--- src/rtl/alu_result_stage_pkg.sv ---
// Shared types for the ALU result stage: per-entry flag record and the
// shifter-select encodings.
package alu_result_stage_pkg;

   localparam logic SEL_LEFT  = 1'b0;
   localparam logic SEL_RIGHT = 1'b1;

   // Flag part of a stored entry; the result field is added per instance width.
   typedef struct packed {
      logic c;
      logic n;
      logic v;
      logic z;
   } flags_t;

   localparam int unsigned FLAGS_W = $bits(flags_t);

endpackage

--- src/rtl/result_fifo2.sv ---
// Two-entry FIFO (skid buffer) with wrapping 1-bit pointers and a registered
// occupancy count; full/empty come straight from state.
module result_fifo2 #(
   parameter int unsigned Width = 8
) (
   input  logic             clk_i,
   input  logic             rst_ni,
   input  logic             push_i,
   input  logic             pop_i,
   input  logic [Width-1:0] wdata_i,
   output logic [Width-1:0] rdata_o,
   output logic             full_o,
   output logic             empty_o
);

   logic [1:0][Width-1:0] mem_q;
   logic                  wr_ptr_q, rd_ptr_q;
   logic [1:0]            count_q, count_d;
   logic                  do_push, do_pop;

   assign full_o  = (count_q == 2'd2);
   assign empty_o = (count_q == 2'd0);
   assign rdata_o = mem_q[rd_ptr_q];

   // Guard here too so a careless caller cannot over/underflow the count.
   assign do_push = push_i & ~full_o;
   assign do_pop  = pop_i & ~empty_o;

   always_comb begin
      count_d = count_q;
      unique case ({do_push, do_pop})
         2'b10:   count_d = count_q + 2'd1;
         2'b01:   count_d = count_q - 2'd1;
         default: count_d = count_q;
      endcase
   end

   always_ff @(posedge clk_i or negedge rst_ni) begin
      if (!rst_ni) begin
         mem_q    <= '0;
         wr_ptr_q <= 1'b0;
         rd_ptr_q <= 1'b0;
         count_q  <= 2'd0;
      end else begin
         if (do_push) begin
            mem_q[wr_ptr_q] <= wdata_i;
            wr_ptr_q        <= ~wr_ptr_q;
         end
         if (do_pop) begin
            rd_ptr_q <= ~rd_ptr_q;
         end
         count_q <= count_d;
      end
   end

endmodule

--- src/rtl/alu_result_stage.sv ---
// ALU result stage: selects left/right shifter result, derives Z, buffers in a
// 2-entry FIFO, and tracks sticky C/V of popped entries plus an accept counter.
module alu_result_stage
   import alu_result_stage_pkg::*;
#(
   parameter int unsigned bits  = 4,
   parameter int unsigned CNT_W = 8
) (
   input  logic             clk,
   input  logic             rst_n,
   input  logic             in_valid,
   output logic             in_ready,
   input  logic             sel,
   input  logic [bits-1:0]  sl_out,
   input  logic [bits-1:0]  sr_out,
   input  logic             sl_c,
   input  logic             sl_n,
   input  logic             sl_v,
   input  logic             sr_c,
   input  logic             sr_n,
   input  logic             sr_v,
   output logic             out_valid,
   input  logic             out_ready,
   output logic [bits-1:0]  res,
   output logic             flag_c,
   output logic             flag_n,
   output logic             flag_v,
   output logic             flag_z,
   output logic             sticky_c,
   output logic             sticky_v,
   input  logic             sticky_clr,
   output logic [CNT_W-1:0] acc_cnt
);

   typedef struct packed {
      logic [bits-1:0] result;
      flags_t          flags;
   } entry_t;

   localparam int unsigned EntryW = $bits(entry_t);

   entry_t            in_entry, head;
   logic [EntryW-1:0] head_raw;
   logic              full, empty, push, pop;
   logic              sticky_c_q, sticky_v_q, sticky_c_d, sticky_v_d;
   logic [CNT_W-1:0]  acc_cnt_q;

   always_comb begin
      in_entry = '0;
      if (sel == SEL_RIGHT) begin
         in_entry.result  = sr_out;
         in_entry.flags.c = sr_c;
         in_entry.flags.n = sr_n;
         in_entry.flags.v = sr_v;
      end else begin
         in_entry.result  = sl_out;
         in_entry.flags.c = sl_c;
         in_entry.flags.n = sl_n;
         in_entry.flags.v = sl_v;
      end
      in_entry.flags.z = (in_entry.result == '0);
   end

   assign in_ready  = ~full;
   assign out_valid = ~empty;
   assign push      = in_valid & in_ready;
   assign pop       = out_valid & out_ready;

   result_fifo2 #(
      .Width (EntryW)
   ) u_fifo (
      .clk_i   (clk),
      .rst_ni  (rst_n),
      .push_i  (push),
      .pop_i   (pop),
      .wdata_i (in_entry),
      .rdata_o (head_raw),
      .full_o  (full),
      .empty_o (empty)
   );

   assign head   = entry_t'(head_raw);
   assign res    = head.result;
   assign flag_c = head.flags.c;
   assign flag_n = head.flags.n;
   assign flag_v = head.flags.v;
   assign flag_z = head.flags.z;

   // Clear applies first so a flag popped in the clearing cycle survives.
   always_comb begin
      sticky_c_d = (sticky_clr ? 1'b0 : sticky_c_q) | (pop & head.flags.c);
      sticky_v_d = (sticky_clr ? 1'b0 : sticky_v_q) | (pop & head.flags.v);
   end

   always_ff @(posedge clk or negedge rst_n) begin
      if (!rst_n) begin
         sticky_c_q <= 1'b0;
         sticky_v_q <= 1'b0;
         acc_cnt_q  <= '0;
      end else begin
         sticky_c_q <= sticky_c_d;
         sticky_v_q <= sticky_v_d;
         if (push) begin
            acc_cnt_q <= acc_cnt_q + CNT_W'(1);
         end
      end
   end

   assign sticky_c = sticky_c_q;
   assign sticky_v = sticky_v_q;
   assign acc_cnt  = acc_cnt_q;

endmodule

--- config.mk ---
export PLATFORM = sky130hd
export DESIGN_NAME = alu_result_stage
export DESIGN_NICKNAME = d
export VERILOG_FILES = /design/src/rtl/alu_result_stage_pkg.sv /design/src/rtl/result_fifo2.sv /design/src/rtl/alu_result_stage.sv
export SDC_FILE = /design/constraint.sdc
export NUM_CORES = 1
export LEC_CHECK = 0
export ABC_AREA = 1
export CORE_ASPECT_RATIO = 0.7
export CORE_MARGIN = 3
export CORE_UTILIZATION = 48
export DETAILED_ROUTE_END_ITERATION = 10
export GPL_TIMING_DRIVEN = 0
export PLACE_DENSITY = 0.76
export SYNTH_ARGS = -nofsm -noshare
export SYNTH_HDL_FRONTEND = slang
export SYNTH_SLANG_ARGS = --single-unit
--- constraint.sdc ---
create_clock -name clk -period 1.9 [get_ports clk]
set_input_delay 0.57 -clock clk [delete_from_list [all_inputs] [get_ports clk]]
set_output_delay 0.57 -clock clk [all_outputs]
set_load 0.01 [all_outputs]
==> summary.md, run 1 <==
| Metric | Value |
|---|---|
| Die Area | `3886 um^2` |
| Unrepaired setup endpoints after global routing | `false` |
| Max-slew violations | `0` |
| Cells after synthesis | `191` |
| Core ar. | `2903 um^2` |
| CTS Hold Bufs | `0` |
| Area leader, netlist | `dfrtp_1` |
| Die Span Y | `53.07 um` |
| Kind of critical path | `reg2out` |
| Total CTS buffers | `5` |
| Final wirelength | `3584 um` |
| Slew @ Worst Pin | `657.8 ps` |
| WP data required | `1330 ps` |
| Drt wl/cell | `13.13 um` |
| Filler Cell Count | `246` |
| Synth top area cells | `dfrtp_1 49%, nand2_1 20%, inv_1 6.4%, o21ai_0 5.3%, nor2_8 2.6%` |
| Initial antenna violation count | `0` |
| Critical path depth in cells | `1` |
| Register area share after synthesis | `0.4942` |
| CP top delay family | `buffers and inverters` |
| Post-Syn Area | `1519 um^2` |
| Ys async rst share | `1.000` |
| Reg clk slew, reported paths | `70 ps` |
| Most common cell in the netlist | `nand2_1` |
| DRC viols | `0` |
| Worst R2R Path Depth | `6` |
| Setup crit start kind | `register` |
| VDD IR max | `0.0006832 V` |
| Worst Path Arrival | `1290 ps` |
| Worst-skew pair later-pin latency | `280 ps` |
| Status | `completed` |
| Reg2reg end | `u_fifo.count_q[1]` |
| Post-DP HPWL | `2708 um` |
| Slew Limit Headroom | `0.5614` |
| Syn nets | `213` |
| Synth Warn # | `0` |
| Setup tns final | `0 ps` |
| Placer Congestion | `0.7907` |
| Register Area | `753.2 um^2` |
| Critical Path Start | `acc_cnt[3]` |
| Crit Path Max Fanout | `5` |
| Critical path endpoint category | `output pin` |
| Endpoints failing setup | `0` |
| First-pass GRT wire length | `5802 um` |
| Largest net degree at the start of global routing | `31` |
| Library cells used by synthesis | `21` |
| Layout Nets | `259` |
| Syn Area/Cell | `7.953 um^2` |
| CTS sink count | `30` |
| Final Cycle Share | `0.9781` |
| Clock root buffer | `clkbuf_8` |
| Crit path capture | `acc_cnt[3]` |
| Fin. Hold Viols | `0` |
| I/O Buffers | `38` |
| Worst min path class | `in2async` |
| Setup Skew | `7.000 ps` |
| Hold_ws | `322.6 ps` |
| Chip width | `73.24 um` |
| DR vias/cell | `4.960` |
| Overflow after GRT | `0` |
| Starting Density | `0.5233` |
| Power Dens Cells | `1580 nW/um^2` |
| Maximum clock insertion buffer count | `2` |
| Post-synth EDFFs | `0` |
| Post-DP Area | `1944 um^2` |
| DRT iter0 DRCs | `28` |
| Share of layout cells above drive strength 1 | `0.1013` |
| Share of the synthesized area in the top cell type | `0.4942` |
| Post-synth top cells | `80 x nand2_1, 30 x dfrtp_1, 26 x inv_1` |
| Final core occ | `0.6974` |
| Antenna-violating nets left | `0` |
| Drt pass-1 iters | `4` |
| Dominant register cell in the synthesized netlist | `dfrtp_1` |
| Post-route cell area | `2024 um^2` |
| TritonCTS clock tree | `built` |
| Vias in the first global route | `1,305` |
| I/O pin total | `40` |
| GRT Overall Usage | `0.2007` |
| Via count | `1,354` |
| # diodes | `0` |
| CP bufs+invs | `1` |
| Total of max-cap violations | `0` |
| Row count | `16` |
| CTS H-tree depth | `2` |
| Crit-path max cell delay | `570 ps` |
| Reg2reg start | `u_fifo.count_q[1]` |
| Area grow syn2layout | `33.28%` |
| Multi-input logic area | `639.4 um^2` |
| CP Cell Sequence | `clkdlybuf4s50_1` |
| Max Freq | `538.1 MHz` |
| Flop2flop setup slack | `250 ps` |
| Lkg Pwr | `0.001061 uW` |
| CP max stage cell | `clkdlybuf4s50_1` |
| FF+latch count, synth | `30` |
| Tmin final | `1858 ps` |
## where the power goes
group / leakage (uW) / internal (uW) / switching, uW / total [uW]
clock: 0.0000383 / 252 / 227 / 479
sequential: 0.000362 / 948 / 235 / 1180
combinational: 0.000661 / 714 / 823 / 1540
## through the flow
stage | cells | total power (uW) | worst slack [ps]
2_1_floorplan | 191 | 2022 | 339.8
3_3_place_gp | 265 | 2673 | -311.0
3_5_place_dp | 265 | 2758 | -376.8
4_1_cts | 273 | 3235 | 8.034
5_1_grt | 273 | 3446 | 3.053
6_report | 273 | 3198 | 41.59
## layout make-up
class | count | area share
multi-input combinational | 129 | 0.3158
sequential | 30 | 0.3721
inverter | 28 | 0.05192
timing repair buffer | 40 | 0.1848
clock buffer | 7 | 0.03770
tap | 36 | 0.02225
buffer | 3 | 0.01545
## state kept, by name, summed over array words and instances, names as in the netlist
signal / count
u_fifo.rd_ptr_q: 1
sticky_v: 1
sticky_c: 1
u_fifo.count_q: 2
acc_cnt: 8
u_fifo.wr_ptr_q: 1
u_fifo.mem_q: 16
## kinds of logic after synthesis
| group | after synthesis | share of synthesized area |
|---|---|---|
| flops | 30 | 0.4942 |
| simple gates | 99 | 0.2908 |
| buf+inv | 32 | 0.08484 |
| fa+ha+maj | 2 | 0.01647 |
| xor+xnor | 7 | 0.04036 |
| compound gates | 21 | 0.07331 |
## worst min-delay path by stage
stage	from	to	slack [ps]
global placement	u_fifo.mem_q[12]	u_fifo.mem_q[12]	450
detailed placement	u_fifo.mem_q[12]	u_fifo.mem_q[12]	470
floorplan	rst_n	acc_cnt[0]	270
global route	rst_n	u_fifo.mem_q[3]	360
CTS	u_fifo.mem_q[12]	u_fifo.mem_q[12]	480
finish	rst_n	u_fifo.mem_q[5]	320
## cells in the final DEF, fill, tap and decap left out, types with 2 or more instances in the layout
cell type / synthesis / routed
nand2_1: 80 / 80
dfrtp_1: 30 / 28
clkdlybuf4s50_1: 0 / 27
inv_1: 26 / 26
o21ai_0: 16 / 13
nand3_1: 7 / 7
nor2_1: 6 / 6
o21ai_1: 2 / 5
clkbuf_8: 0 / 5
xor2_1: 4 / 4
buf_2: 1 / 4
dlygate4sd2_1: 0 / 4
xnor2_1: 3 / 3
inv_2: 2 / 2
nand4_1: 2 / 2
nor2_8: 2 / 2
ha_1: 2 / 2
clkbuf_1: 2 / 2
buf_4: 0 / 2
dfrtp_2: 0 / 2
## per-layer routing
metal  GRT usage  part of all wire  up-vias
met5           0                 0        -
met4     0.08282             0.019        0
met3     0.05882             0.041        7
met2      0.3249              0.47       26
met1      0.2506              0.47      644
li1            -                 -      677
## timing repair
item,CTS,global route
buffers inserted,2,0
setup endpoints to repair,10,7
pin swaps,0,0
gates resized for setup,25,7
No activity file was read; power rests on OpenSTA's default activity.
==> inputs of run 2 (changes only) <==
Settings changed: CORE_UTILIZATION 48 to 49, CTS_CLUSTER_DIAMETER set to 30, SYNTH_HIERARCHICAL set to 1.
==> run 2 against run 1 <==
  * Global-route usage increased by 2.3 points
  * Highest routed layer unchanged
  * Design area increased by 9.7%
  * First-iteration DRC count increased to 5.1 times the previous value
  * Final cell count increased by 6.2%
  * Combinational power increased by 18%
  * Largest cell class unchanged
  * Critical endpoint is now in_ready
  * Routed wire length increased by 14%
  * Clock power increased by 4.4%
==> summary.md, run 2 <==
| Metric | Value |
|---|---|
| Synth Warn # | `6 (+6)` |
| Critical path depth in cells | `7 (+6)` |
| Maximum clock insertion buffer count | `2 (unchanged)` |
| Layout Nets | `277 (+6.9%)` |
| Area leader, netlist | `dfrtp_1` |
| Post-route cell area | `2221 um^2 (+9.7%)` |
| Worst-skew pair later-pin latency | `280 ps (about the same)` |
| Largest family of logic cells by synthesized area | `simple AND/OR/NAND/NOR gates` |
| CTS H-tree depth | `2 (unchanged)` |
| Gr busiest metal | `met2` |
| Share of layout cells above drive strength 1 | `0.1693 (+0.06803)` |
| Post-DP HPWL | `2927 um (+8.1%)` |
| Worst R2R Path Depth | `15 (+9)` |
| Library cells used by synthesis | `26 (+24%)` |
| Fin. Hold Viols | `0 (unchanged)` |
| I/O pin total | `40 (unchanged)` |
| Post-synth EDFFs | `0 (unchanged)` |
| Slew Limit Headroom | `0.5621 (+0.0006370)` |
| DR vias/cell | `5.134 (+3.5%)` |
| Tot Pwr | `3432 uW (+7.3%)` |
| Dpl ws | `-325.6 ps (+51.21 ps)` |
| Starting Density | `0.5469 (+0.02360)` |
| Share of the synthesized area in the top cell type | `0.4633 (-0.03091)` |
| CP most frequent cell | `inv_2` |
| CTS sink count | `30 (unchanged)` |
| Global Route met3 Usage | `0.04478 (-0.01405)` |
| CP max stage cell | `dfrtp_1` |
| Setup Skew | `4.330 ps (-2.670 ps)` |
| First-pass GRT wire length | `6458 um (+11%)` |
| GRT Overall Usage | `0.2236 (+0.02294)` |
| Area grow syn2layout | `37.07%` |
| Met2 global-route usage | `0.3411 (+0.01618)` |
| Endpoints failing setup | `0 (unchanged)` |
| Dominant register cell in the synthesized netlist | `dfrtp_1` |
| Reg2reg end | `u_fifo/count_q[1]` |
| Via count | `1,489 (+10%)` |
| Crit-path max cell delay | `390 ps (-180 ps)` |
| Critical Path Start | `u_fifo/count_q[0]` |
| Chip width | `74.73 um (+2.0%)` |
| Clk pwr share | `0.146 (-0.004)` |
| Syn nets | `223 (+4.7%)` |
| Final Cycle Share | `0.9804 (+0.002291)` |
| Crit Path Max Fanout | `10 (+5)` |
| Sequential fraction of design power | `0.325 (-0.045)` |
| Reg2reg start | `u_fifo/count_q[0]` |
| Critical path endpoint category | `output pin` |
| Flop2flop setup slack | `80 ps (-170 ps)` |
| Post-Synth Simple-Gate Area | `0.3467 (+0.05594)` |
| DRT iter0 DRCs | `143 (+410%)` |
| Max-slew violations | `0 (unchanged)` |
| Final wirelength | `4091 um (+14%)` |
| CP bufs+invs | `6 (+5)` |
| Worst min path class | `in2async` |
| Initial antenna violation count | `0 (unchanged)` |
| Setup WS post-layout | `37.24 ps (-4.353 ps)` |
| Largest net degree at the start of global routing | `31 (unchanged)` |
| Ys async rst share | `1.000 (unchanged)` |
| Post-synth top cells | `89 x nand2_1, 30 x dfrtp_1, 20 x inv_1` |
| Antenna-violating nets left | `0 (unchanged)` |
| Post-Syn Area | `1620 um^2 (+6.7%)` |
| I/O Buffers | `39 (+2.6%)` |
| Combinational power share | `0.529 (+0.049)` |
| Reg with most FFs | `u_fifo/mem_q` |
| DRC viols | `0 (unchanged)` |
| Most common cell in the netlist | `nand2_1` |
| Row count | `16 (unchanged)` |
| Crit path capture | `in_ready` |
| Max Freq | `536.8 MHz (-0.23%)` |
| Switching share of power | `0.4102 (+0.008345)` |
| Switch Pwr | `1408 uW (+9.5%)` |
| Total of max-cap violations | `0 (unchanged)` |
| Total CTS buffers | `5 (unchanged)` |
| Post-DP Area | `2056 um^2 (+5.7%)` |
| Syn Area/Cell | `8.061 um^2 (+1.4%)` |
| Slew @ Worst Pin | `656.9 ps (-0.9541 ps)` |
| Power Dens Cells | `1545 nW/um^2 (-2.2%)` |
| Cells after synthesis | `201 (+5.2%)` |
| Clock root buffer | `clkbuf_8` |
| Worst Path Arrival | `1290 ps (about the same)` |
| M1 GR Usage | `0.3053 (+0.05471)` |
| Number of flip-flops in the largest register | `16 (unchanged)` |
| Vias in the first global route | `1,395 (+6.9%)` |
| Tmin final | `1863 ps (+4.353 ps)` |
| Placer Congestion | `0.7887 (-0.25%)` |
| FF+latch count, synth | `30 (unchanged)` |
| VDD IR max | `0.0008188 V (+20%)` |
| Commonest non-fill, non-tap cell in the layout | `nand2_1` |
| Synth top area cells | `dfrtp_1 46%, nand2_1 21%, nand4_1 6.9%, inv_1 4.6%, buf_6 2.1%` |
| # diodes | `0 (unchanged)` |
| Drt pass-1 iters | `4 (unchanged)` |
| Reg clk slew, reported paths | `60 ps (about the same)` |
| Status | `completed` |
| Setup crit start kind | `register` |
| CP Cell Sequence | `inv_2 > nand2_2 > buf_6 > buf_12 > inv_2 > inv_2 > buf_6` |
| Kind of critical path | `reg2out` |
| TritonCTS clock tree | `built` |
| Die Span Y | `54.11 um (+2.0%)` |
| Synth Area in Compound Gates | `0.02317 (-0.05015)` |
| WP data required | `1330 ps (about the same)` |
| Internal power | `2024 uW (+5.8%)` |
| Drt wl/cell | `14.11 um (+7.5%)` |
| CP top delay family | `buffers and inverters` |
| Lkg Pwr | `0.001163 uW (+9.6%)` |
| Adder-Cell Fraction of Synth Area | `0.01544 (-0.001030)` |
| Register area share after synthesis | `0.4633 (-0.03091)` |
| Overflow after GRT | `0 (unchanged)` |
| Unrepaired setup endpoints after global routing | `false` |
| Most frequent cells in the layout | `88 x nand2_1, 29 x dfrtp_1, 27 x clkdlybuf4s50_1, 19 x inv_1, 18 x nand4_1` |
| Core ar. | `2963 um^2 (+2.1%)` |
| Mux contribution to synthesized area | `0.02085 (+0.02085)` |
| Xor/xnor share of the synthesized area | `0.02703 (-0.01334)` |
| Die Area | `4044 um^2 (+4.1%)` |
-- run 2: per-stage QoR --
stage | util | hold slack [ps] | TNS, ps | cells
3_3_place_gp | 0.6938 | 455.3 | -8609 | 276
3_5_place_dp | 0.6938 | 459.4 | -10070 | 276
6_report | 0.7496 | 313.9 | 0 | 290
4_1_cts | 0.7369 | 473.5 | 0 | 288
2_1_floorplan | - | 274.4 | 0 | 201
5_1_grt | 0.7496 | 365.0 | 0 | 290
-- run 2: cell families after synthesis --
kind of cell / count (synthesis)
flops: 30
compound gates: 6
mux: 3
simple gates: 123
buf+inv: 32
fa+ha+maj: 2
xor+xnor: 5
-- run 2: worst min path at each step --
stage	start	to	slack [ps]	cells past startpoint
2_1_floorplan	rst_n	acc_cnt[0]	270	0
3_3_place_gp	u_fifo/mem_q[2]	u_fifo/mem_q[2]	460	2
3_5_place_dp	u_fifo/mem_q[14]	u_fifo/mem_q[14]	460	2
4_1_cts	u_fifo/mem_q[14]	u_fifo/mem_q[14]	470	2
5_1_grt	rst_n	u_fifo/mem_q[4]	360	1
6_report	rst_n	u_fifo/count_q[0]	310	1
-- run 2: layout make-up --
class,instances,area [um^2]
plain buffers,7,80.08
clock buffers,6,82.58
fillers,213,742.0
inverters,25,101.3
multi-input cells,139,726.9
flip-flops and latches,30,752.0
well taps,36,45.04
repair buffers,47,432.9
-- run 2: metal layers --
layer	vias up	wire, um
li1	743	-
met1	681	1752
met2	54	1949
met3	11	286
met4	0	103
met5	-	0
-- run 2: power groups by stage --
stage / sequential, uW / clock, uW / combinational, uW
2_1_floorplan: 1120 / 0 / 972
3_3_place_gp: 1100 / 0 / 1610
3_5_place_dp: 1130 / 0 / 1680
4_1_cts: 1110 / 502 / 1720
5_1_grt: 1140 / 529 / 1990
6_report: 1120 / 500 / 1820
-- run 2: what timing repair did --
item,4_1_cts,5_1_grt
gates resized for setup,20,10
setup buffers,6,2
hold buffers,0,0
endpoints found under the setup margin,12,14
==> inputs of run 3 (changes only) <==
Settings changed: CORE_UTILIZATION 49 to 51, CTS_BUF_LIST set to sky130_fd_sc_hd__clkbuf_2 sky130_fd_sc_hd__clkbuf_4 sky130_fd_sc_hd__clkbuf_8, PLACE_DENSITY 0.76 to 0.79.
==> run 3 against run 2 <==
  * Die area is 3.5% lower
  * Clock skew down 1.9 ps
  * Design area is 0.28% higher
  * Clock power up 7.8%
  * Final cell count up 0.69%
  * Largest cell class unchanged
==> summary.md, run 3 (synthesized netlist as in run 2, its figures left out) <==
| Metric | Value |
|---|---|
| Met2 global-route usage | `0.3487 (+0.007557)` |
| Placer Congestion | `0.8285 (+5.0%)` |
| CTS Hold Bufs | `0 (unchanged)` |
| TritonCTS clock tree | `built` |
| Reg with most FFs | `u_fifo/mem_q` |
| Lkg Pwr | `0.001170 uW (+0.60%)` |
| Post-DP HPWL | `2845 um (-2.8%)` |
| Drt wl/cell | `14.26 um (+1.1%)` |
| Critical path endpoint category | `output pin` |
| Largest net degree at the start of global routing | `31 (unchanged)` |
| DRT iter0 DRCs | `144 (+0.70%)` |
| Worst-skew pair later-pin latency | `290 ps (about the same)` |
| Gr busiest metal | `met2` |
| Worst Path Arrival | `1310 ps (+20 ps)` |
| WP data required | `1330 ps (about the same)` |
| Tmin final | `1876 ps (+12.92 ps)` |
| Status | `completed` |
| VDD IR max | `0.0009009 V (+10%)` |
| Total CTS buffers | `5 (unchanged)` |
| Max Freq | `533.1 MHz (-0.69%)` |
| Setup tns final | `0 ps (unchanged)` |
| Starting Density | `0.5582 (+0.01131)` |
| Post-route cell area | `2227 um^2 (+0.28%)` |
| Unrepaired setup endpoints after global routing | `true` |
| Layout Nets | `277 (unchanged)` |
| Setup crit start kind | `register` |
| Global Route met3 Usage | `0.06072 (+0.01594)` |
| Die Area | `3900 um^2 (-3.5%)` |
| Crit-path max cell delay | `400 ps (about the same)` |
| Dpl ws | `-323.7 ps (+1.853 ps)` |
| CTS sink count | `30 (unchanged)` |
| CP Cell Sequence | `inv_2 > nand2_2 > buf_6 > buf_12 > inv_2 > inv_2 > buf_6` |
| Fin. Hold Viols | `0 (unchanged)` |
| DR vias/cell | `5.202 (+1.3%)` |
| Share of layout cells above drive strength 1 | `0.1758 (+0.006490)` |
| GRT Overall Usage | `0.2366 (+0.01295)` |
| Kind of critical path | `reg2out` |
| Power Dens Cells | `1564 nW/um^2 (+1.2%)` |
| CP max stage cell | `dfrtp_1` |
| Commonest non-fill, non-tap cell in the layout | `nand2_1` |
| Post-DP Area | `2056 um^2 (unchanged)` |
| Maximum clock insertion buffer count | `2 (unchanged)` |
| Via count | `1,519 (+2.0%)` |
| Clock root buffer | `clkbuf_8` |
| Final Cycle Share | `0.9872 (+0.006801)` |
| Vias in the first global route | `1,376 (-1.4%)` |
| Antenna-violating nets left | `0 (unchanged)` |
| Most frequent cells in the layout | `88 x nand2_1, 30 x dfrtp_1, 27 x clkdlybuf4s50_1, 19 x inv_1, 18 x nand4_1` |
| First-pass GRT wire length | `6665 um (+3.2%)` |
| Filler Cell Count | `201 (-5.6%)` |
| Chip width | `73.37 um (-1.8%)` |
| I/O pin total | `40 (unchanged)` |
| Setup Skew | `2.460 ps (-1.870 ps)` |
| Reg clk slew, reported paths | `60 ps (about the same)` |
| Drt pass-1 iters | `4 (unchanged)` |
| I/O Buffers | `39 (unchanged)` |
| Setup WS post-layout | `24.32 ps (-12.92 ps)` |
| Die Span Y | `53.16 um (-1.8%)` |
| Final wirelength | `4165 um (+1.8%)` |
| CTS H-tree depth | `2 (unchanged)` |
| Number of flip-flops in the largest register | `16 (unchanged)` |
| Core ar. | `2903 um^2 (-2.0%)` |
| Slew Limit Headroom | `0.5708 (+0.008720)` |
| Slew @ Worst Pin | `643.8 ps (-13.08 ps)` |
| Overflow after GRT | `0 (unchanged)` |
| Row count | `16 (unchanged)` |
| Initial antenna violation count | `0 (unchanged)` |
| # diodes | `0 (unchanged)` |
| Area grow syn2layout | `37.45%` |
| Tot Pwr | `3483 uW (+1.5%)` |
| Worst min path class | `in2async` |
| Crit Path Max Fanout | `10 (unchanged)` |
| M1 GR Usage | `0.3254 (+0.02009)` |
| Total of max-cap violations | `0 (unchanged)` |
| CP most frequent cell | `inv_2` |
| DRC viols | `0 (unchanged)` |
| Endpoints failing setup | `0 (unchanged)` |
| Max-slew violations | `0 (unchanged)` |
| Final core occ | `0.7672 (+0.01766)` |
## run 3: cell type report
type / count / area [um^2] / area share
Multi-Input combinational cell: 139 / 721.9 / 0.3242
Tap cell: 36 / 45.04 / 0.02022
Inverter: 25 / 101.3 / 0.04551
Sequential cell: 30 / 750.7 / 0.3371
Clock buffer: 7 / 90.09 / 0.04045
Timing Repair Buffer: 47 / 429.2 / 0.1927
Clock inverter: 1 / 5.005 / 0.002247
Buffer: 7 / 83.83 / 0.03764
## run 3: power breakdown
group / leakage, uW / internal, uW / switching [uW]
Combinational: 0.000745 / 820 / 993
Clock: 0.0000517 / 306 / 234
Sequential: 0.000373 / 917 / 213
## run 3: path summary, 6_finish.rpt
check                                  start                 to  slack, ps  cells past startpoint
max in group asynchronous              rst_n    u_fifo/rd_ptr_q       1180                      1
min                                    rst_n    u_fifo/mem_q[5]        300                      1
min reg2reg                  u_fifo/mem_q[9]    u_fifo/mem_q[9]        480                      2
max                        u_fifo/count_q[0]           in_ready         20                      7
max reg2reg                u_fifo/count_q[0]  u_fifo/count_q[1]         30                     15
min in group clk             u_fifo/mem_q[9]    u_fifo/mem_q[9]        480                      2
## run 3: timing repair
| item | CTS | global route |
|---|---|---|
| gates cloned | 0 | 1 |
| setup buffers | 2 | 5 |
| setup endpoints to repair | 13 | 19 |
| resized for setup | 19 | 16 |
## run 3: routing by layer
metal	up-vias	wire [um]
li1	749	-
met1	703	1822
met2	60	1976
met3	7	295
met4	0	71
met5	-	0
## run 3: through the flow
| stage | hold slack (ps) | std cells |
|---|---|---|
| floorplan | 274.4 | 201 |
| global placement | 454.6 | 276 |
| detailed placement | 459.6 | 276 |
| CTS | 474.8 | 286 |
| global route | 359.8 | 292 |
| finish | 304.3 | 292 |
## run 3: critical path, delay by kind of cell, from the launching register on
kind	cells	cell delay, ps
buffers and inverters	6	560
DFF	1	400
and+or+nand+nor	1	70
